==> config.mk <==
export PLATFORM = sky130hd
export DESIGN_NAME = finger_round_engine
export DESIGN_NICKNAME = d
export VERILOG_FILES = /design/src/rtl/finger_round_engine.sv
export SDC_FILE = /design/constraint.sdc
export NUM_CORES = 1
export LEC_CHECK = 0
export ABC_AREA = 1
export BUFFER_PORTS_ARGS = -buffer_cell sky130_fd_sc_hd__buf_2
export CELL_PAD_IN_SITES_DETAIL_PLACEMENT = 1
export CELL_PAD_IN_SITES_GLOBAL_PLACEMENT = 2
export CORE_AREA = 2 2 79 81
export DETAILED_ROUTE_END_ITERATION = 10
export DIE_AREA = 0 0 81 83
export PLACE_DENSITY_LB_ADDON = 0.1
export SLEW_MARGIN = 20
export SYNTH_ARGS = -nofsm -noshare
export SYNTH_HDL_FRONTEND = slang
export SYNTH_SLANG_ARGS = --single-unit
==> constraint.sdc <==
create_clock -name board_clk -period 1.7 [get_ports board_clk]
set_input_delay 0.085 -clock board_clk [delete_from_list [all_inputs] [get_ports board_clk]]
set_output_delay 0.085 -clock board_clk [all_outputs]
set_load 0.005 [all_outputs]
==> src/rtl/finger_round_engine.sv <==
// Round engine for the Finger Dancer core: draws a random target pattern, waits
// for the synchronised switches to match it within a tick window, and keeps score.
module finger_round_engine #(
    parameter int          N      = 4,
    parameter int          ROUNDS = 10,
    parameter int          WINDOW = 8,
    parameter logic [15:0] SEED   = 16'hACE1,
    localparam int         CW     = $clog2(ROUNDS + 1)
) (
    input  logic          board_clk,
    input  logic          rst_btn,
    input  logic          tick,
    input  logic          start,
    input  logic [N-1:0]  sw,
    output logic [N-1:0]  pattern,
    output logic          game,
    output logic [CW-1:0] count,
    output logic [CW-1:0] score,
    output logic          roundres,
    output logic          round_valid,
    output logic          done
);

    localparam int          WW       = (WINDOW > 1) ? $clog2(WINDOW) : 1;
    localparam logic [WW-1:0] WIN_LAST = WW'(WINDOW - 1);

    typedef enum logic [2:0] {
        S_IDLE,
        S_SHOW,
        S_WAIT,
        S_JUDGE,
        S_OVER
    } state_t;

    state_t        state_q, state_d;
    logic [15:0]   lfsr_q, lfsr_d;
    logic [N-1:0]  pattern_q, pattern_d;
    logic [CW-1:0] count_q, count_d;
    logic [CW-1:0] score_q, score_d;
    logic          roundres_q, roundres_d;
    logic          round_valid_q, round_valid_d;
    logic          done_q, done_d;
    logic          game_q, game_d;
    logic          hit_q, hit_d;
    logic [WW-1:0] win_q, win_d;
    logic [N-1:0]  sw_meta_q, sw_meta_d;
    logic [N-1:0]  sw_s_q, sw_s_d;

    logic [15:0]   lfsr_next;
    logic [N-1:0]  candidate;

    assign lfsr_next = lfsr_q[0] ? ((lfsr_q >> 1) ^ 16'hB400) : (lfsr_q >> 1);
    assign candidate = lfsr_next[N-1:0];

    always_comb begin
        state_d       = state_q;
        lfsr_d        = lfsr_q;
        pattern_d     = pattern_q;
        count_d       = count_q;
        score_d       = score_q;
        roundres_d    = roundres_q;
        round_valid_d = 1'b0;
        hit_d         = hit_q;
        win_d         = win_q;
        sw_meta_d     = sw;
        sw_s_d        = sw_meta_q;

        case (state_q)
            S_IDLE, S_OVER: begin
                if (start) begin
                    state_d    = S_SHOW;
                    count_d    = '0;
                    score_d    = '0;
                    roundres_d = 1'b0;
                end
            end
            S_SHOW: begin
                lfsr_d = lfsr_next;
                // A repeat of the last target is rejected so stale switches cannot score instantly
                if (candidate != '0 && candidate != pattern_q) begin
                    pattern_d = candidate;
                    win_d     = '0;
                    state_d   = S_WAIT;
                end
            end
            S_WAIT: begin
                if (sw_s_q == pattern_q) begin
                    hit_d   = 1'b1;
                    state_d = S_JUDGE;
                end else if (tick) begin
                    if (win_q == WIN_LAST) begin
                        hit_d   = 1'b0;
                        state_d = S_JUDGE;
                    end else begin
                        win_d = win_q + WW'(1);
                    end
                end
            end
            S_JUDGE: begin
                roundres_d    = hit_q;
                round_valid_d = 1'b1;
                count_d       = count_q + CW'(1);
                score_d       = score_q + CW'(hit_q);
                state_d       = (count_d == CW'(ROUNDS)) ? S_OVER : S_SHOW;
            end
            default: state_d = S_IDLE;
        endcase

        game_d = (state_d == S_SHOW) || (state_d == S_WAIT) || (state_d == S_JUDGE);
        done_d = (state_d == S_OVER);
    end

    always_ff @(posedge board_clk or negedge rst_btn) begin
        if (!rst_btn) begin
            state_q       <= S_IDLE;
            lfsr_q        <= SEED;
            pattern_q     <= '0;
            count_q       <= '0;
            score_q       <= '0;
            roundres_q    <= 1'b0;
            round_valid_q <= 1'b0;
            done_q        <= 1'b0;
            game_q        <= 1'b0;
            hit_q         <= 1'b0;
            win_q         <= '0;
            sw_meta_q     <= '0;
            sw_s_q        <= '0;
        end else begin
            state_q       <= state_d;
            lfsr_q        <= lfsr_d;
            pattern_q     <= pattern_d;
            count_q       <= count_d;
            score_q       <= score_d;
            roundres_q    <= roundres_d;
            round_valid_q <= round_valid_d;
            done_q        <= done_d;
            game_q        <= game_d;
            hit_q         <= hit_d;
            win_q         <= win_d;
            sw_meta_q     <= sw_meta_d;
            sw_s_q        <= sw_s_d;
        end
    end

    assign pattern     = pattern_q;
    assign game        = game_q;
    assign count       = count_q;
    assign score       = score_q;
    assign roundres    = roundres_q;
    assign round_valid = round_valid_q;
    assign done        = done_q;

endmodule
---- Word-level counts from Yosys, hierarchy flattened ----
Index checks and enable logic that the tools add are counted.
word-level totals
  bits of input ports ..................... 8
  output and inout bits ................... 16
  logic and storage cells ................. 70
  flip-flop bits (word level) ............. 47
operators by class
  reduce and logical (&&, ||, !) cells .... 14
  $add $sub $neg .......................... 3
  equality and inequality tests ........... 17
  bitwise operators ....................... 1
  mux-type cells .......................... 22
operator list
  cell                 count
  $mux 3               10
  $mux 16              1
  $pmux 4 s2           2
  $eq 3x2->1 const B   4
  $pmux 3 s4           1
  $ne 2x2->1 const B   5
  $eq 3x3->1 const B   3
  $reduce_bool 2->1    4
  $eq 3x1->1 const B   2
  $pmux 3 s2           1
  $mux 1               5
  $reduce_and 5->1     1
  $add 4x1->4          1
  $add 4x1->4 const B  1
  $eq 4x4->1           1
  $eq 4x4->1 const B   1
  $mux 4               1
  $ne 4x4->1           1
  $not 3->4            1
  $reduce_and 2->1     2
  $reduce_bool 4->1    1
  $add 3x1->3 const B  1
  $logic_not 3->1      1
  $reduce_and 3->1     1
  other kinds (4)      5

---- Longest topological paths before layout ----
Gate-level depths: netlist of the first run.
  word-level depth ........................ 9
  mapped depth ............................ 10
  depth with buffers taken out ............ 10

---- Least setup slack after synthesis of the first run ----
No wires, ideal clock.
  kind .................................... register to register
  start ................................... register win_q[0]
  end ..................................... register win_q[0]
  required time ........................... 1584 ps
  arrival ................................. 1249 ps
  path slack .............................. 334 ps
  cell stages (with the launch flop) ...... 9
  period minus slack after synthesis ...... 1366 ps
  path through ............................ dfrtp_1 ha_1 ha_1 nor2_1 a21oi_1 nor2_2 nand2_2 nand2_1 nand2_1
on the way
  cells in the longest elaborated chain, start to end .. 5
ends and longest elaborated chain
  item                      line  RTL
  start: declaration        45    logic [WW-1:0] win_q, win_d;
  start signal: assignment  139   win_q <= win_d;
  $add 3x1->3               95    win_d = win_q + WW'(1);
  $mux 3                    91    if (win_q == WIN_LAST) begin
  $mux 3                    90    end else if (tick) begin
  $mux 3                    87    if (sw_s_q == pattern_q) begin
  $pmux 3 s2                68    case (state_q)
Parallel ways exist; a longest one is shown, timed or not. The select of a mux whose other input is x is not followed.
A chain may end at the register's enable or synchronous reset.

---- Worst setup path after layout of the first run ----
Same ends and word-level chain as after synthesis.

==> results of run 1 <==
-- kinds of logic after synthesis --
logic type,Yosys count,synth area share (%)
buf+inv,27,5.989
flops,47,57.35
simple gates,100,21.11
compound gates,28,8.106
fa+ha+maj,6,3.630
xor+xnor,9,3.811
-- through the flow --
| stage | instance area [um^2] | util (%) | setup WS [ns] |
|---|---|---|---|
| final | 2416 | 41.54 | 0.1794 |
| after global routing | 2416 | 41.54 | 0.002271 |
| after CTS | 2416 | 41.54 | 0.1589 |
| after detailed placement | 2286 | 39.31 | 0.1738 |
| after global placement | 2286 | 39.31 | 0.1914 |
| after floorplan | 2068 | - | 0.3342 |
-- worst paths after layout --
path,from,end,slack [ns]
max,win_q[0],win_q[0],0.18
min,start,state_q[2],0.09
max reg2reg,win_q[0],win_q[0],0.18
min reg2reg,sw_meta_q[0],sw_s_q[0],0.35
max in group asynchronous,rst_btn,lfsr_q[0],0.78
min in group asynchronous,rst_btn,score[2],0.31
-- worst max-delay path, delay by kind of cell, from the launching register on --
kind	cells	cell delay, ns
adders and majority gates	2	0.40
and+or+nand+nor	5	0.54
DFF	1	0.41
AOI/OAI and AO/OA	1	0.08
-- cells in the mapped netlist --
cell type | count | area share (%)
nor2_1 | 9 | 1.6
nor2_4 | 1 | 0.54
dfstp_2 | 8 | 10
buf_6 | 3 | 1.6
nand3b_1 | 2 | 0.73
nand4_1 | 1 | 0.30
nand2_1 | 74 | 13
nand2_2 | 3 | 0.91
o22ai_1 | 1 | 0.30
nand3_2 | 2 | 0.97
a22o_1 | 3 | 1.3
xnor2_1 | 6 | 2.5
ha_1 | 6 | 3.6
nand3_1 | 5 | 1.2
xor2_1 | 3 | 1.3
dfrtp_1 | 39 | 47
a21oi_1 | 3 | 0.73
inv_1 | 23 | 4.2
o21ai_2 | 4 | 1.7
inv_2 | 1 | 0.18
o21ai_0 | 17 | 4.1
nor3_4 | 1 | 0.79
nor2_2 | 2 | 0.60
-- layer usage --
metal	up-vias	wire, um	share of wire, %	track usage (%)
li1	753	-	-	-
met3	6	126	3.0	2.717
met2	21	1941	47	22.69
met1	709	2029	49	18.90
met5	-	0	0	0
met4	0	74	1.8	6.934
-- timing repair --
item	4_1_cts	5_1_grt
endpoints found under the hold margin	23	0
resized for setup	0	0
hold buffers	5	0
-- state kept, by name, summed over array words and instances, names as in the netlist --
| signal | cells |
|---|---|
| score | 4 |
| count | 4 |
| round_valid | 1 |
| game | 1 |
| pattern | 4 |
| roundres | 1 |
| hit_q | 1 |
| state_q | 3 |
| done | 1 |
| sw_meta_q | 4 |
| win_q | 3 |
| sw_s_q | 4 |
| lfsr_q | 16 |
-- power breakdown --
part	total [W]	internal [W]	leakage [nW]	switching, W
clock network	0.000654	0.000293	0.0395	0.000361
registers	0.00117	0.00115	0.591	0.0000248
logic	0.000164	0.0000633	0.579	0.000101
-- cell type report --
type	instances	area, um^2
Multi-Input combinational cell	143	758.2
Inverter	24	90.09
Fill cell	730	3400
Sequential cell	47	1186
Tap cell	75	93.84
Timing Repair Buffer	32	207.7
Clock buffer	8	80.08
==> results.cfg, run 1 <==
[synthesis]
synth.avg_cell_area_um2 = 9.531
postSynthCellCount = 217
yosys_warnings = 0
yosysUniqueCellTypes = 23
netlist_area_mm2 = 0.002068
syn_nets = 231
ys_seq_area_share_pct = 57.35
ys_ff_latch = 47

[clocking]
post_cts_buffers = 0
clock-root-buffer = clkbuf_8
clk_latency_ns = 0.30
htreeDepth = 2
clk_pin_slew_worst_paths_ns = 0.08
cts_made_buffers = 5
clk_path_buf_depth = 2
numClockSinks = 47
tritoncts = done

[power]
p_leak_nw = 1.210
peakVddDrop_mv = 0.3249
power_density_mw_per_mm2 = 823.3
fin_total_pwr_w = 0.001989

[route]
first_pass_iters = 4
routed_via_density = 4.526
num_vias = 1489
drc_errors = 0
wl_per_cell_um = 12.68
ant_nets = 0
routed_wl_mm = 4.172
drtIter0Drc = 22

[global_route]
globalRouteOverflowTotal = 0
grt_usage_pct = 14.44
grt_max_degree = 26
antenna_found_initial = 0
grt_pass1_vias = 1568
grt_first_pass_wirelength_mm = 7.438

[sta]
timing.hold.ws_ns = 0.09035
slew-limit-headroom_pct = 62.23
hold_viol = 0
tns_ns = 0
worstMarginPinSlew_ns = 0.5666
setup_viol = 0
max_freq_mhz = 657.6
rsz0062_at_grt = false
finalMaxSlewViolations = 0
period_minus_slack_ns = 1.521
clock_skew_ns = 0.007956
fin_crit_sh_pct = 89.45

[placement]
dp_cells = 316
port_buffers = 23
hpwlAfterDp_mm = 3.076
gp_congestion = 0.6622

[setup_path]
cp-start-kind = register
reg2regPathDepth = 8
cp_cell_sequence = ha_1, ha_1, nor2_1, a21oi_1, nor2_2, nand2_2, nand2_1, nand2_1
crit_type = reg -> reg
max_stage_delay_ns = 0.41
crit_path_end_kind = register
arrival_ns = 1.71
crit_fanout = 4
required_ns = 1.89
critPathSlowestCell = dfrtp_1

[layout]
n_antenna_cell = 0
fin_nets = 267
layout_commonest_cell = nand2_1
drive_gt1_share_pct = 21.26
final_cell_mix = 74 x nand2_1, 39 x dfrtp_1, 23 x inv_1, 23 x buf_2, 17 x o21ai_0
instances_no_fill = 329
area_growth_pct = 16.82

[die]
die_w_um = 81
rows = 28
initial_core_util_pct = 35.56
dieArea_mm2 = 0.006723
die-height_um = 83
core_area_mm2 = 0.005816
ioPinCount = 24

[min_path]
min_path_type = in -> reg
worstHoldPathCells = 4

[outcome]
status = completed

[flow_run]
cap_violations = 0
Power figures use the tool's default switching activity.
==> run 2, diff against run 1 <==
- CORE_AREA: 2 2 79 81 -> 2 2 80 82
- DIE_AREA: 0 0 81 83 -> 0 0 82 84
==> results.cfg, run 2 (synthesis gave the netlist of run 1 again) <==
[placement]
gp_congestion = 0.7074
hpwlAfterDp_mm = 3.007
port_buffers = 23
post-place-ws_ns = 0.2099
dp_cells = 317
placed_area_mm2 = 0.002281

[sta]
fin_crit_sh_pct = 87.46
finalWorstSetupSlack_ns = 0.2132
hold_viol = 0
max_freq_mhz = 672.6
tns_ns = 0
rsz0062_at_grt = false
slew-limit-headroom_pct = 66.87
finalMaxSlewViolations = 0
worstMarginPinSlew_ns = 0.4969
clock_skew_ns = 0.01055
period_minus_slack_ns = 1.487
setup_viol = 0

[die]
ioPinCount = 24
dieArea_mm2 = 0.006888
initial_core_util_pct = 33.93
rows = 29
core_area_mm2 = 0.006096
die_w_um = 82
die-height_um = 84

[route]
routed_via_density = 4.518
drtIter0Drc = 63
routed_wl_mm = 4.092
ant_nets = 0
drc_errors = 0
first_pass_iters = 3
num_vias = 1491
wl_per_cell_um = 12.40

[setup_path]
rrSetupSlack_ns = 0.21
timing.rr.end = game
crit_fanout = 6
reg2regPathDepth = 7
crit_path_end_kind = register
arrival_ns = 1.67
cp-start-kind = register
required_ns = 1.88
crit_type = reg -> reg
r2r-start = count[0]

[layout]
instances_no_fill = 330
n_fill_cell = 735
fin_util_pct = 40.07
drive_gt1_share_pct = 21.74
largest_reg_flops = 16
top_register = lfsr_q
layout_commonest_cell = nand2_1
fin_nets = 266
final_cell_mix = 74 x nand2_1, 39 x dfrtp_1, 23 x inv_1, 23 x buf_2, 17 x o21ai_0
area_growth_pct = 18.09
n_antenna_cell = 0
finalInstanceArea_mm2 = 0.002442

[power]
peakVddDrop_mv = 0.3634
power_density_mw_per_mm2 = 884.0
p_seq_share_pct = 54.3
pwr-share-comb_pct = 7.5
clock_power_share_pct = 38.2
p_int_w = 0.001646
p_sw_w = 0.0005127
swShare_pct = 23.75
p_leak_nw = 1.222

[min_path]
worstHoldPathCells = 4
min_path_type = in -> reg
whs_endpoint = done
min_from = start

[global_route]
busiest_layer = met2
antenna_found_initial = 0
use_met2_pct = 22.54
grt_pass1_vias = 1600
met1_usage_pct = 17.88
grt_usage_pct = 13.86
globalRouteOverflowTotal = 0
grt_first_pass_wirelength_mm = 7.307
grt_max_degree = 29
gr-usage-met3_pct = 3.788

[clocking]
clock-root-buffer = clkbuf_8
clk_path_buf_depth = 2
hold_buffers = 5
cts_made_buffers = 5
clk_pin_slew_worst_paths_ns = 0.09
htreeDepth = 2
cts_resized = 0
post_cts_buffers = 0
clk_latency_ns = 0.30
numClockSinks = 47
tritoncts = done

[outcome]
status = completed

[flow_run]
cap_violations = 0
-- run 2: worst max-delay path, cell delays in order (launching register included) --
cell and delay, ns:
dfrtp_1 0.46, ha_1 0.24, xnor2_1 0.22, nand2_1 0.11
inv_1 0.06, a21oi_1 0.07, nor2_1 0.14, nand2_1 0.07
-- run 2: cell type report --
| type | instances | area [um^2] | area share, % |
|---|---|---|---|
| Clock inverter | 3 | 42.54 | 1.742 |
| Timing Repair Buffer | 31 | 200.2 | 8.197 |
| Inverter | 24 | 90.09 | 3.689 |
| Clock buffer | 5 | 68.82 | 2.818 |
| Multi-Input combinational cell | 143 | 758.2 | 31.05 |
| Sequential cell | 47 | 1186 | 48.57 |
| Tap cell | 77 | 96.34 | 3.945 |
-- run 2: how the worst max path moves through the flow --
stage	cells after the start	slack (ns)	end	start
final	7	0.21	game	count[0]
after global routing	7	0.006	game	count[0]
after CTS	7	0.18	game	count[0]
after detailed placement	8	0.21	win_q[1]	win_q[0]
after global placement	8	0.24	win_q[0]	win_q[0]
after floorplan	8	0.33	win_q[0]	win_q[0]
-- run 2: per-stage QoR --
stage | total power, W | hold slack, ns
3_3_place_gp | 0.001349 | 0.07199
4_1_cts | 0.002207 | 0.07209
6_report | 0.002159 | 0.08698
3_5_place_dp | 0.001353 | 0.07903
2_1_floorplan | 0.001281 | -0.2106
5_1_grt | 0.002273 | 0.1004
-- run 2: power by group through the flow --
stage                     sequential (W)  clock (W)  combinational, W
after CTS                        0.00117   0.000866          0.000168
after floorplan                  0.00119          0         0.0000891
after global routing             0.00118   0.000908          0.000187
after global placement           0.00119          0          0.000156
final                            0.00117   0.000825          0.000162
after detailed placement         0.00119          0          0.000159
-- run 2: metal layers --
layer	wire (um)	vias up	part of all wire, %
met4	48	0	1.2
met5	0	-	0
met1	1907	720	47
met3	118	5	2.9
li1	-	746	-
met2	2017	20	49
==> run 3, diff against run 2 <==
- GPL_TIMING_DRIVEN: not set -> 0
==> results.cfg, run 3 (synthesis gave the netlist of run 1 again) <==
[layout]
fin_nets = 266
drive_gt1_share_pct = 22.13
instances_no_fill = 330
layout_commonest_cell = nand2_1
area_growth_pct = 18.45
n_antenna_cell = 0
largest_reg_flops = 16
top_register = lfsr_q
final_cell_mix = 74 x nand2_1, 39 x dfrtp_1, 23 x inv_1

[power]
p_int_w = 0.001690
p_leak_nw = 1.229
swShare_pct = 23.00
p_sw_w = 0.0005048
peakVddDrop_mv = 0.4651
power_density_mw_per_mm2 = 895.7
pwr-share-comb_pct = 7.8
p_seq_share_pct = 53.4
clock_power_share_pct = 38.9

[sta]
tns_ns = 0
setup_viol = 0
hold_viol = 0
period_minus_slack_ns = 1.504
fin_crit_sh_pct = 88.49
clock_skew_ns = 0.007696
max_freq_mhz = 664.8
worstMarginPinSlew_ns = 0.6231
slew-limit-headroom_pct = 58.46
rsz0062_at_grt = false
finalMaxSlewViolations = 0

[placement]
gp_congestion = 0.6915
port_buffers = 23
dp_cells = 317
hpwlAfterDp_mm = 3.059

[global_route]
antenna_found_initial = 0
globalRouteOverflowTotal = 0
grt_usage_pct = 14.52
grt_pass1_vias = 1635
grt_max_degree = 48
grt_first_pass_wirelength_mm = 7.693

[setup_path]
max_stage_delay_ns = 0.42
timing.rr.end = score[1]
crit_path_frequent_cell = inv_1
crit_path_end = score[1]
cp-start-kind = register
cp_cell_sequence = inv_1, nand3_1, nand2_1, inv_1, a22o_1
required_ns = 1.88
crit_path_end_kind = register
reg2regPathDepth = 5
r2r-start = state_q[2]
crit_fanout = 7
crit_family = simple AND/OR/NAND/NOR gates
critPathSlowestCell = dfrtp_1
crit_type = reg -> reg
cp.depth = 5
arrival_ns = 1.69
rrSetupSlack_ns = 0.20
critPathLaunch = state_q[2]
critPathBufInv = 2

[clocking]
clock-root-buffer = clkbuf_8
cts_made_buffers = 5
clk_latency_ns = 0.30
numClockSinks = 47
clk_path_buf_depth = 2
htreeDepth = 2
tritoncts = done
post_cts_buffers = 0
clk_pin_slew_worst_paths_ns = 0.09
cts_resized = 0

[route]
num_vias = 1505
ant_nets = 0
routed_via_density = 4.561
routed_wl_mm = 4.295
drtIter0Drc = 51
first_pass_iters = 4
wl_per_cell_um = 13.02
drc_errors = 0

[die]
dieArea_mm2 = 0.006888
core_area_mm2 = 0.006096
die-height_um = 84
ioPinCount = 24
rows = 29
die_w_um = 82
initial_core_util_pct = 33.93

[outcome]
status = completed

[flow_run]
cap_violations = 0

[min_path]
min_path_type = in -> reg
-- run 3: final cells by class --
class                      count  area, um^2
fill                         721        3646
clock inverter                 2       35.03
buffer                         3       33.78
tap                           77       96.34
multi-input combinational    143       758.2
clock buffer                   6       82.58
sequential                    47        1186
timing repair buffer          28       167.7
inverter                      24       90.09
-- run 3: worst min-delay path by stage --
stage             from            to  depth (start not counted)
2_1_floorplan  rst_btn      count[0]                          0
6_report         start    state_q[2]                          4
5_1_grt          start    state_q[2]                          4
3_5_place_dp     sw[3]  sw_meta_q[3]                          1
4_1_cts        rst_btn      count[2]                          1
3_3_place_gp     sw[2]  sw_meta_q[2]                          1
-- run 3: layer usage --
| layer | routed length [um] | up-vias | track usage (%) |
|---|---|---|---|
| met2 | 2121 | 19 | 23.95 |
| li1 | - | 748 | - |
| met5 | 0 | - | 0 |
| met3 | 110 | 5 | 3.247 |
| met4 | 64 | 0 | 4.545 |
| met1 | 1998 | 733 | 18.68 |
-- run 3: worst min-delay path, delay by kind of cell --
kind / cells / cell delay [ns]
AO/OA/AOI/OAI: 1 / 0.07
buffers and inverters: 1 / 0.09
AND/OR/NAND/NOR: 2 / 0.10
-- run 3: per-stage QoR --
stage / total power, W / worst slack (ns) / util [%] / cell area [um^2] / hold WS (ns)
global route: 0.002306 / 0.02214 / 40.19 / 2450 / 0.1051
CTS: 0.002230 / 0.1576 / 39.98 / 2437 / 0.02522
global placement: 0.001356 / 0.1829 / 37.40 / 2280 / 0.1935
finish: 0.002194 / 0.1957 / 40.19 / 2450 / 0.08428
floorplan: 0.001281 / 0.3342 / - / 2068 / -0.2106
detailed placement: 0.001360 / 0.1786 / 37.40 / 2280 / 0.1955
-- run 3: power by group through the flow --
stage,clock network [W],registers [W],logic (W)
after floorplan,0,0.00119,0.0000891
after global placement,0,0.00119,0.000163
after detailed placement,0,0.00119,0.000166
after CTS,0.000885,0.00117,0.000174
after global routing,0.000931,0.00118,0.000198
final,0.000853,0.00117,0.000171
-- run 3: repair_timing --
item	CTS	global route
endpoints found under the hold margin	4	39
setup endpoints to repair	0	0
hold buffers	4	1
